`src/rtl/cnn_pkg.sv`:
```
// Shared CNN datapath constants and sequencer state encoding.
package cnn_pkg;

    typedef enum logic [2:0] {IDLE, LOAD, RUN, DRAIN, FIN} state_e;

    localparam int CONV2_NUM_FILTERS = 10;
    localparam int CONV2_OUT_LEN     = 32;
    localparam int DATA_W            = 32;

    localparam logic signed [DATA_W-1:0] SAT_MAX = {1'b0, {(DATA_W-1){1'b1}}};
    localparam logic signed [DATA_W-1:0] SAT_MIN = {1'b1, {(DATA_W-1){1'b0}}};

endpackage

```
`src/rtl/conv2_bias_sat_add.sv`:
```
// Combinational signed add with clamp to the DATA_W two's complement range.
// Shared by the conv1, conv2 and dense bias stages.
module sat_add #(
    parameter int DATA_W = 32
) (
    input  logic signed [DATA_W-1:0] a_i,
    input  logic signed [DATA_W-1:0] b_i,
    output logic signed [DATA_W-1:0] sum_o
);

    logic [DATA_W:0] sum;

    assign sum = {a_i[DATA_W-1], a_i} + {b_i[DATA_W-1], b_i};

    // Overflow is visible as disagreement between the guard bit and the MSB.
    always_comb begin
        sum_o = sum[DATA_W-1:0];
        if (sum[DATA_W] != sum[DATA_W-1])
            sum_o = sum[DATA_W] ? {1'b1, {(DATA_W-1){1'b0}}} : {1'b0, {(DATA_W-1){1'b1}}};
    end

endmodule

```
`src/rtl/conv2_bias_seq.sv`:
```
// Conv2 bias sequencer: walks filters, latches each bias, adds it with
// saturation to the psum stream. Define CONV2_BIAS_RELU_EN to clamp negatives to 0.
module conv2_bias_seq #(
    parameter int NUM_FILTERS = cnn_pkg::CONV2_NUM_FILTERS,
    parameter int OUT_LEN     = cnn_pkg::CONV2_OUT_LEN,
    parameter int DATA_W      = cnn_pkg::DATA_W
) (
    input  logic              clk,
    input  logic              rst,
    input  logic              start,
    output logic [3:0]        output_filter,
    input  logic [DATA_W-1:0] b,
    input  logic              psum_valid,
    input  logic [DATA_W-1:0] psum_data,
    output logic              psum_ready,
    output logic              out_valid,
    output logic [DATA_W-1:0] out_data,
    input  logic              out_ready,
    output logic              filter_last,
    output logic              busy,
    output logic              done
);
    import cnn_pkg::*;

    localparam int              PW        = $clog2(OUT_LEN);
    localparam logic [PW-1:0]   POS_LAST  = PW'(OUT_LEN - 1);
    localparam logic [3:0]      FILT_LAST = 4'(NUM_FILTERS - 1);

    state_e            state_q;
    logic [3:0]        filt_q;
    logic [DATA_W-1:0] bias_q;
    logic [PW-1:0]     pos_q;
    logic              ov_q;
    logic [DATA_W-1:0] od_q;
    logic              fl_q;
    logic              done_q;

    logic [DATA_W-1:0] sat_res;
    logic [DATA_W-1:0] res;
    logic              psum_hs;
    logic              last_pos;

    sat_add #(.DATA_W(DATA_W)) u_sat (
        .a_i   (psum_data),
        .b_i   (bias_q),
        .sum_o (sat_res)
    );

`ifdef CONV2_BIAS_RELU_EN
    assign res = sat_res[DATA_W-1] ? '0 : sat_res;
`else
    assign res = sat_res;
`endif

    assign psum_ready    = (state_q == RUN) && (!ov_q || out_ready);
    assign psum_hs       = psum_ready && psum_valid;
    assign last_pos      = (pos_q == POS_LAST);
    assign output_filter = filt_q;
    assign out_valid     = ov_q;
    assign out_data      = od_q;
    assign filter_last   = fl_q;
    assign busy          = (state_q != IDLE);
    assign done          = done_q;

    always_ff @(posedge clk or posedge rst) begin
        if (rst) begin
            state_q <= IDLE;
            filt_q  <= '0;
            bias_q  <= '0;
            pos_q   <= '0;
            ov_q    <= 1'b0;
            od_q    <= '0;
            fl_q    <= 1'b0;
            done_q  <= 1'b0;
        end else begin
            done_q <= 1'b0;

            // Output register runs in every state so the final result drains after RUN.
            if (psum_hs) begin
                ov_q  <= 1'b1;
                od_q  <= res;
                fl_q  <= last_pos;
                pos_q <= last_pos ? '0 : pos_q + PW'(1);
            end else if (out_ready) begin
                ov_q <= 1'b0;
            end

            case (state_q)
                IDLE: if (start) begin
                    filt_q  <= '0;
                    state_q <= LOAD;
                end
                LOAD: begin
                    bias_q  <= b;
                    pos_q   <= '0;
                    state_q <= RUN;
                end
                RUN: if (psum_hs && last_pos) begin
                    if (filt_q == FILT_LAST) begin
                        state_q <= DRAIN;
                    end else begin
                        filt_q  <= filt_q + 4'd1;
                        state_q <= LOAD;
                    end
                end
                DRAIN: if (!ov_q || out_ready) begin
                    done_q  <= 1'b1;
                    filt_q  <= '0;
                    state_q <= FIN;
                end
                FIN:     state_q <= IDLE;
                default: state_q <= IDLE;
            endcase
        end
    end

endmodule

```
`config.mk`:
```
export PLATFORM = sky130hd
export DESIGN_NAME = conv2_bias_seq
export DESIGN_NICKNAME = d
export VERILOG_FILES = /design/src/rtl/cnn_pkg.sv /design/src/rtl/conv2_bias_sat_add.sv /design/src/rtl/conv2_bias_seq.sv
export SDC_FILE = /design/constraint.sdc
export NUM_CORES = 1
export LEC_CHECK = 0
export CAP_MARGIN = 40
export CORE_MARGIN = 4
export CORE_UTILIZATION = 26
export CTS_CLUSTER_SIZE = 10
export DETAILED_ROUTE_END_ITERATION = 6
export PLACE_DENSITY = 0.57
export SETUP_SLACK_MARGIN = 0.02
export SLEW_MARGIN = 20
export SYNTH_ARGS = -nofsm -noshare
export SYNTH_HDL_FRONTEND = slang
export SYNTH_SLANG_ARGS = --single-unit
```
`constraint.sdc`:
```
create_clock -name clk -period 5 [get_ports clk]
set_clock_uncertainty 0.2 [all_clocks]
set_input_delay 1 -clock clk [delete_from_list [all_inputs] [get_ports clk]]
set_output_delay 1 -clock clk [all_outputs]
set_load 0.01 [all_outputs]
```
* Word-level counts from Yosys, hierarchy flattened *
Index checks and enable logic that the tools add are counted.
Widths: inputs -> output; s select.

operators by class
  mux-type cells = 19
  add/subtract/negate cells = 3
  reductions and logical operators = 12
  eq/ne operators = 10

operator list
  operator             number
  $mux 32              2
  $add 32x32->33       1
  $mux 4               4
  $mux 5               3
  $pmux 3 s4           1
  $pmux 4 s3           1
  $mux 3               3
  $eq 3x2->1 const B   2
  $ne 2x2->1 const B   3
  $reduce_bool 3->1    2
  $add 5x1->5 const B  1
  $eq 5x5->1 const B   1
  $reduce_and 5->1     1
  $add 4x1->4 const B  1
  $eq 4x4->1 const B   1
  $mux 1               4
  $reduce_bool 2->1    2
  $eq 3x1->1 const B   1
  $logic_and 1x1->1    3
  $logic_not 3->1      1
  $reduce_and 3->1     1
  $mux 2               1
  $ne 2x1->1 const B   1
  $logic_not 1->1      1
  other kinds (2)      2

storage, ports and cells
  logic and storage cells = 52
  register bits = 79
  input port bits = 69
  output and inout bits = 41

* Longest topological paths before layout *
Gate-level depths: netlist (run 1).

  depth after elaboration = 7
  gate-level depth with buffers = 12
  depth with buffers taken out = 11

* Hierarchy *
From an unflattened synthesis (run 1), not the netlist that was laid out.

unflattened totals
  cell total of the unflattened synthesis = 578
  area, all modules = 5128.7 um2

by module, submodules not included
  module          cells each  area an instance (um2)  instances  sequential area each (um2)
  conv2_bias_seq  287         3176.8                  1          1976.9
  sat_add         291         1951.9                  1          0.0

* Worst setup path before layout (run 1) *
No wires, ideal clock.

  path kind = input port to flip-flop
  from = in psum_data[24]
  to = reg od_q[0] (netlist: out_data[0])
  path buffers = 1
  data required time = 4.675 ns
  setup slack = 1.431 ns
  stages on the path = 9
  data arrival time = 3.244 ns
  setup time = 0.125 ns
  path through = ha_1 buf_6 a211o_1 a2111oi_4 o31ai_2 o41a_1 o211a_2 maj3_2 mux2_4

between the ends
  longest elaborated chain between the ends = 3
  elaborated cells between the ends (all ways) = 4
  classes of those cells = add/sub: 1; eq/ne: 1; mux: 2

RTL lines
  item                                          line                                                source
  start: declaration                            conv2_bias_seq.sv:14                                input logic [DATA_W-1:0] psum_data,
  $add 32x32->33 (*)                            conv2_bias_sat_add.sv:13                            assign sum = {a_i[DATA_W-1], a_i} + {b_i[DATA_W-1], b_i};
  $mux 32 / $ne 1x1->1 (equally long branches)  conv2_bias_sat_add.sv:19, conv2_bias_sat_add.sv:18
  $mux 32 (*)                                   conv2_bias_sat_add.sv:18                            if (sum[DATA_W] != sum[DATA_W-1])
  end signal: assignment                        conv2_bias_seq.sv:81                                od_q <= res;
  end: declaration                              conv2_bias_seq.sv:34                                logic [DATA_W-1:0] od_q;

Every way passes the cells marked *; elsewhere a longest branch is shown, timed or not.
A chain may end at the register's enable or synchronous reset.

* Worst setup path in the final report (run 1) *
  from = in psum_data[0]
  to = reg od_q[0] (netlist: out_data[0])

Same word-level chain as after synthesis.

==> flow_summary_export.csv, run 1 <==
group,metric,value,unit
status,status,"finished clean",
cells_and_area,seqCellArea,0.00198,sq mm
cells_and_area,fin_area,0.00723,sq mm
cells_and_area,multi_input_area,0.00334,sq mm
drt,drtIter0Drc,277,
clock_network,cts_tree,"built",
placement,gp_congestion,0.856,
cells_and_area,area_delta_synth_final,31.1,%
worst_setup_path,critPathKind,"in2reg",
floorplan,die_w,154,um
power_and_ir_drop,clockPowerShare,0.151,
clock_network,cts-root-buf,"clkbuf_16",
worst_setup_path,critPathMaxFanout,13,
clock_network,post_cts_buffers,0,
timing,setup_viol,0,
cells_and_area,nFillCells,2187,
floorplan,core_area,0.0210,sq mm
timing,fmax,237,MHz
power_and_ir_drop,p_per_area,693,mW/mm^2
drt,vias_per_cell,4.92,
global_routing,grt_max_degree,39,
global_routing,antenna_found_initial,0,
logic_synthesis,syn_area_per_cell,9.37,sq um
power_and_ir_drop,pwr-share-comb,0.626,
worst_setup_path,cp-start-kind,"input port",
clock_network,clk_path_buf_depth,2,
clock_network,path_clk_slew,0.06,ns
timing,rsz0062_at_grt,"no",
floorplan,die_area,0.0236,sq mm
global_routing,grt_pass1_wl,25300,um
clock_network,htree_levels,3,
timing,worst_pin_slew,0.721,ns
placement,port_buffers,109,
floorplan,rows,53,
drt,drc,0,
timing,finalSetupTns,0,ns
placement,placed_area,0.00689,sq mm
timing,maxSlewHeadroom,0.518,
worst_setup_path,crit_slowest_cell,"clkdlybuf4s50_1",
cells_and_area,drive_above_1_share,0.145,
global_routing,grt.overflow.total,0,
drt,drt-total-wl,15600,um
floorplan,ios,110,
timing,maxSlewViolCount,0,
power_and_ir_drop,internal-power,2.85,mW
worst_setup_path,cpPeakStageDelay,0.50,ns
clock_network,ctsHoldBuffers,0,
global_routing,grt_pass1_vias,4641,
cells_and_area,instances_no_fill,966,
timing,hold_viol,0,
power_and_ir_drop,p_leak,2.97,nW
min_path,worst_hold_path_type,"reg2reg",
cells_and_area,fin_nets,792,
logic_synthesis,synth_nets,695,
global_routing,track_usage,0.132,
logic_synthesis,syn_inst,589,
power_and_ir_drop,p_total,5.01,mW
logic_synthesis,synth-seq-cells,79,
clock_network,cts_made_buffers,9,
timing,period_minus_slack,4.22,ns
clock_network,cts_resized,0,
placement,dp.cells,950,
placement,hpwl,12100,um
timing,hold_slack,0.282,ns
logic_synthesis,synth_flop_cell,"dfrtp_1",
logic_synthesis,synth_area,0.00552,sq mm
drt,drtPass1Iterations,4,
floorplan,die-height,154,um
worst_setup_path,cp.required,5.08,ns
power_and_ir_drop,seqPwrFrac,0.223,
clock_network,insertion_delay,0.34,ns
cells_and_area,antenna_cells,0,
worst_setup_path,cp_cell_sequence,"clkdlybuf4s50_1, ha_1, inv_1, fa_1, nand2b_1, a21oi_1, o211ai_1, a31oi_1, nand2b_2, a41o_1, maj3_2, mux2_4",
logic_synthesis,async_flop_share,1.00,
run,maxCapViolations,0,
power_and_ir_drop,p_sw,2.17,mW
drt,post_drt_wl_per_cell,16.1,um
worst_setup_path,cp_top_family,"compound AO/OA/AOI/OAI gates",
logic_synthesis,synth-edff-count,0,
clock_network,clock_sinks,79,
worst_setup_path,cp.buffers_inverters,2,
logic_synthesis,synth_cell_types,78,
drt,antenna_left,0,
worst_setup_path,critPathArrivalTime,4.30,ns
floorplan,start_util,0.263,
drt,vias,4753,
logic_synthesis,yosysWarnings,0,
timing,fin_crit_sh,0.844,
power_and_ir_drop,irDropWorstVdd,216,uV
logic_synthesis,synth_seq_area_share,0.358,
worst_setup_path,cp-end-kind,"flop",
power_and_ir_drop,switching_share,0.432,
-- cell families (layout without fill, tap and decap cells) --
logic type / after synthesis / count (layout) / share of synthesized area
muxes: 35 / 35 / 0.0717
adders and majority gates: 54 / 54 / 0.120
AOI/OAI and AO/OA: 185 / 185 / 0.222
and+or+nand+nor: 167 / 167 / 0.153
buffers and inverters: 46 / 148 / 0.0381
xor gates and xnor gates: 23 / 23 / 0.0365
DFF: 79 / 79 / 0.358
-- power by group through the flow --
| stage | Sequential (mW) | Combinational (mW) | Clock (mW) |
|---|---|---|---|
| final | 1.12 | 3.14 | 0.759 |
| after global routing | 1.16 | 3.47 | 0.803 |
| after CTS | 1.12 | 3.16 | 0.783 |
| after detailed placement | 1.13 | 3.15 | 0 |
| after global placement | 1.13 | 3.13 | 0 |
| after floorplan | 1.12 | 2.26 | 0 |
-- cell type report --
type	instances	share of cell area
flip-flops and latches	79	0.273
repair buffers	119	0.163
clock buffers	12	0.0369
well taps	275	0.0476
clock inverters	4	0.0106
multi-input cells	464	0.462
inverters	13	0.00692
-- path summary, 6_finish.rpt --
check | depth (start not counted) | from | slack [ns] | end
worst max-delay path | 12 | psum_data[0] | 0.78 | out_data[0]$_DFFE_PP0P_
worst min-delay path | 2 | out_data[5]$_DFFE_PP0P_ | 0.28 | out_data[5]$_DFFE_PP0P_
worst min register to register | 2 | out_data[5]$_DFFE_PP0P_ | 0.28 | out_data[5]$_DFFE_PP0P_
max in group asynchronous | 3 | rst | 3.15 | bias_q[27]$_DFFE_PP0N_
min in group asynchronous | 2 | rst | 0.75 | done$_DFF_PP0_
worst max register to register | 10 | bias_q[3]$_DFFE_PP0N_ | 1.52 | out_data[17]$_DFFE_PP0P_
-- synthesized netlist by cell type (4+ instances only) --
library cell,number,area share
o21ai_1,16,0.015
a211oi_1,4,0.0054
inv_1,13,0.0088
a31oi_1,9,0.010
or3_1,4,0.0045
a22o_1,5,0.0079
xnor2_1,13,0.021
o21ai_0,37,0.034
nand3_1,14,0.013
o211ai_1,9,0.012
dfrtp_1,79,0.36
a211o_1,4,0.0063
nand2_1,66,0.045
o2111ai_1,4,0.0063
o21a_1,4,0.0054
mux2_2,32,0.065
nand2b_1,8,0.0091
a21oi_1,49,0.044
nand4_1,6,0.0068
o21bai_1,4,0.0054
a21o_1,11,0.015
ha_1,36,0.082
xor2_1,10,0.016
nor2_1,26,0.018
nor3b_1,4,0.0054
maj3_2,16,0.033
buf_2,8,0.0073
nor3_1,7,0.0063
clkbuf_1,17,0.012
and3_1,4,0.0045
-- sequential cells by signal (all words and copies together) (netlist names) --
| signal | flops |
|---|---|
| state_q | 3 |
| pos_q | 5 |
| out_data | 32 |
| done | 1 |
| output_filter | 4 |
| bias_q | 32 |
| filter_last | 1 |
| out_valid | 1 |
-- tightest hold or removal path: stages (launching register included) --
cell and delay (ns):
dfrtp_1 0.34, nand2_1 0.05, o21ai_1 0.06
-- metal layers --
metal | track usage | share of wire
met3 | 0.0296 | 0.049
met4 | 0.0408 | 0.012
met2 | 0.203 | 0.46
met1 | 0.184 | 0.48
met5 | 0 | 0
-- through the flow --
stage           util  setup slack (ns)
2_1_floorplan      -              1.43
3_3_place_gp   0.328             0.430
3_5_place_dp   0.329             0.431
4_1_cts        0.345             0.791
5_1_grt        0.345             0.608
6_report       0.345             0.781
-- cells in the final DEF, fill, tap and decap left out, types with 3 or more instances in the layout --
| cell type | count |
|---|---|
| a211o_1 | 4 |
| a211oi_1 | 4 |
| a21boi_0 | 3 |
| a21o_1 | 11 |
| a21oi_1 | 49 |
| a22o_1 | 5 |
| a31oi_1 | 9 |
| and2_1 | 3 |
| and3_1 | 4 |
| buf_4 | 9 |
| clkbuf_16 | 9 |
| clkbuf_8 | 3 |
| clkdlybuf4s50_1 | 109 |
| dfrtp_1 | 79 |
| ha_1 | 36 |
| inv_1 | 12 |
| maj3_2 | 16 |
| mux2_2 | 32 |
| nand2_1 | 65 |
| nand2b_1 | 8 |
| nand3_1 | 14 |
| nand4_1 | 6 |
| nor2_1 | 26 |
| nor3_1 | 7 |
| nor3b_1 | 3 |
| o2111ai_1 | 4 |
| o211ai_1 | 9 |
| o21a_1 | 4 |
| o21ai_0 | 37 |
| o21ai_1 | 16 |
| o21bai_1 | 4 |
| or2_2 | 3 |
| or3_1 | 4 |
| xnor2_1 | 13 |
| xor2_1 | 10 |
Power figures use the tool's default switching activity.
==> run 2: changes to the inputs <==
--- a/config.mk
+++ b/config.mk
@@ -10,7 +10,7 @@
 export CORE_UTILIZATION = 26
 export CTS_CLUSTER_SIZE = 10
 export DETAILED_ROUTE_END_ITERATION = 6
-export PLACE_DENSITY = 0.57
+export PLACE_DENSITY = 0.59
 export SETUP_SLACK_MARGIN = 0.02
 export SLEW_MARGIN = 20
 export SYNTH_ARGS = -nofsm -noshare
==> constraint.sdc (replaced) <==
create_clock -name clk -period 3.6 [get_ports clk]
set_clock_uncertainty 0.2 [all_clocks]
set_input_delay 0.72 -clock clk [delete_from_list [all_inputs] [get_ports clk]]
set_output_delay 0.72 -clock clk [all_outputs]
set_load 0.01 [all_outputs]
==> run 2 against run 1 <==
  * Clock power rose by 28%
  * Combinational power rose by 76%
  * Global-route usage rose by 0.79 points
  * Die area did not move
  * Largest cell class unchanged
==> flow_summary_export.csv, run 2 (synthesized netlist as in run 1, its figures left out) <==
group,metric,value,unit
status,status,"finished clean",
power_and_ir_drop,p_sw,3.33,mW
global_routing,met3_usage,0.0428,
clock_network,ctsHoldBuffers,0,
cells_and_area,final_cell_mix,"104 x clkdlybuf4s50_1, 102 x buf_4, 79 x dfrtp_1",
timing,period_minus_slack,3.48,ns
power_and_ir_drop,clockPowerShare,0.120,
worst_setup_path,critPathArrivalTime,3.52,ns
placement,port_buffers,109,
clock_network,insertion_delay,0.35,ns
clock_network,cts_tree,"built",
min_path,worst_hold_path_type,"reg2reg",
worst_setup_path,cp-start-kind,"input port",
floorplan,ios,110,
worst_setup_path,critPathKind,"in2reg",
global_routing,antenna_found_initial,0,
global_routing,grt_use_met2,0.221,
worst_setup_path,cp.required,3.64,ns
clock_network,htree_levels,3,
cells_and_area,fin_nets,891,
drt,drtIter0Drc,266,
worst_setup_path,cpMostUsedCell,"buf_4",
worst_setup_path,cp-end-kind,"flop",
cells_and_area,drive_above_1_share,0.280,
cells_and_area,area_delta_synth_final,49.1,%
worst_setup_path,cpPeakStageDelay,0.47,ns
drt,drc,0,
drt,vias_per_cell,4.83,
drt,antenna_left,0,
timing,maxSlewViolCount,0,
cells_and_area,seqCellArea,0.00198,sq mm
power_and_ir_drop,pwr-share-comb,0.684,
timing,fmax,288,MHz
clock_network,path_clk_slew,0.06,ns
power_and_ir_drop,p_leak,3.53,nW
global_routing,grt-busiest-layer,"met2",
power_and_ir_drop,irDropWorstVdd,322,uV
worst_setup_path,critPathMaxFanout,6,
clock_network,clock_sinks,79,
placement,placed_area,0.00757,sq mm
run,maxCapViolations,0,
drt,vias,5139,
cells_and_area,fin_area,0.00823,sq mm
cells_and_area,nFillCells,2138,
floorplan,rows,53,
cells_and_area,multi_input_area,0.00355,sq mm
clock_network,cts_made_buffers,9,
global_routing,grt.overflow.total,0,
cells_and_area,antenna_cells,0,
timing,maxSlewHeadroom,0.526,
global_routing,grt_max_degree,42,
floorplan,start_util,0.263,
floorplan,core_area,0.0210,sq mm
floorplan,die_w,154,um
floorplan,die-height,154,um
worst_setup_path,crit_slowest_cell,"clkdlybuf4s50_1",
drt,drt-total-wl,16800,um
clock_network,cts-root-buf,"clkbuf_16",
global_routing,track_usage,0.139,
power_and_ir_drop,p_per_area,983,mW/mm^2
timing,worst_pin_slew,0.710,ns
timing,fin_crit_sh,0.966,
cells_and_area,final_common_cell,"clkdlybuf4s50_1",
placement,gp_congestion,0.863,
placement,hpwl,12700,um
timing,setup_viol,0,
global_routing,grtUsageMet1,0.180,
worst_setup_path,cp_cell_sequence,"clkdlybuf4s50_1, ha_4, buf_4, nor3_1, nor3_4, o21ai_4, a2111oi_4, buf_4, nor2_2, o211ai_4, clkbuf_16, o21ai_0, a22o_1",
drt,drtPass1Iterations,4,
power_and_ir_drop,seqPwrFrac,0.195,
power_and_ir_drop,switching_share,0.412,
clock_network,clk_path_buf_depth,2,
timing,hold_viol,0,
global_routing,grt_pass1_vias,5194,
power_and_ir_drop,internal-power,4.76,mW
timing,finalSetupTns,0,ns
floorplan,die_area,0.0236,sq mm
global_routing,grt_pass1_wl,26600,um
drt,post_drt_wl_per_cell,15.7,um
==> run 2: worst paths after layout <==
check / from / end / slack, ns / cells after the start
max in group asynchronous: rst / bias_q[12]$_DFFE_PP0N_ / 1.93 / 3
hold / removal: out_data[31]$_DFFE_PP0P_ / out_data[31]$_DFFE_PP0P_ / 0.28 / 2
hold reg to reg: out_data[31]$_DFFE_PP0P_ / out_data[31]$_DFFE_PP0P_ / 0.28 / 2
min in group asynchronous: rst / done$_DFF_PP0_ / 0.59 / 2
setup / recovery: psum_data[5] / out_data[23]$_DFFE_PP0P_ / 0.12 / 13
setup reg to reg: bias_q[7]$_DFFE_PP0N_ / out_data[23]$_DFFE_PP0P_ / 0.44 / 12
==> run 2: critical path: cells and delay by family <==
family	cells	cell delay, ns
buf+inv	4	0.99
compound gates	5	1.17
simple gates	3	0.33
fa+ha+maj	1	0.31
==> run 2: area by class of cell <==
class                           instances  share of cell area
Clock inverter                          2             0.00456
Clock buffer                           14              0.0333
Tap cell                              275              0.0418
Sequential cell                        79               0.240
Timing Repair Buffer                  218               0.243
Multi-Input combinational cell        464               0.431
Inverter                               13             0.00608
==> run 2: layer usage <==
| layer | wire (um) | part of all wire |
|---|---|---|
| met5 | 0 | 0 |
| met4 | 393 | 0.023 |
| met3 | 837 | 0.050 |
| met2 | 7920 | 0.47 |
| met1 | 7610 | 0.45 |
==> run 2: what timing repair did <==
action,in CTS,in global routing
cloned,0,3
pin swaps,1,17
buffers inserted,0,7
endpoints found under the setup margin,8,31
gates resized for setup,0,45
==> run 2: stage by stage <==
step / hold WS (ns) / setup WS, ns / power, mW / utilization / cells
global placement: 0.268 / -0.290 / 6.59 / 0.361 / 1039
floorplan: 0.285 / 0.311 / 4.69 / - / 589
CTS: 0.284 / 0.0310 / 7.67 / 0.376 / 1055
detailed placement: 0.270 / -0.368 / 6.65 / 0.361 / 1039
finish: 0.276 / 0.122 / 8.09 / 0.393 / 1065
global route: 0.313 / -0.00222 / 8.76 / 0.393 / 1065
==> run 2: power groups by stage <==
stage,Clock (mW),Combinational [mW],Sequential (mW)
after floorplan,0,3.13,1.56
after global placement,0,5.02,1.57
after detailed placement,0,5.08,1.57
after CTS,1.01,5.10,1.56
after global routing,1.04,6.08,1.64
final,0.973,5.54,1.58
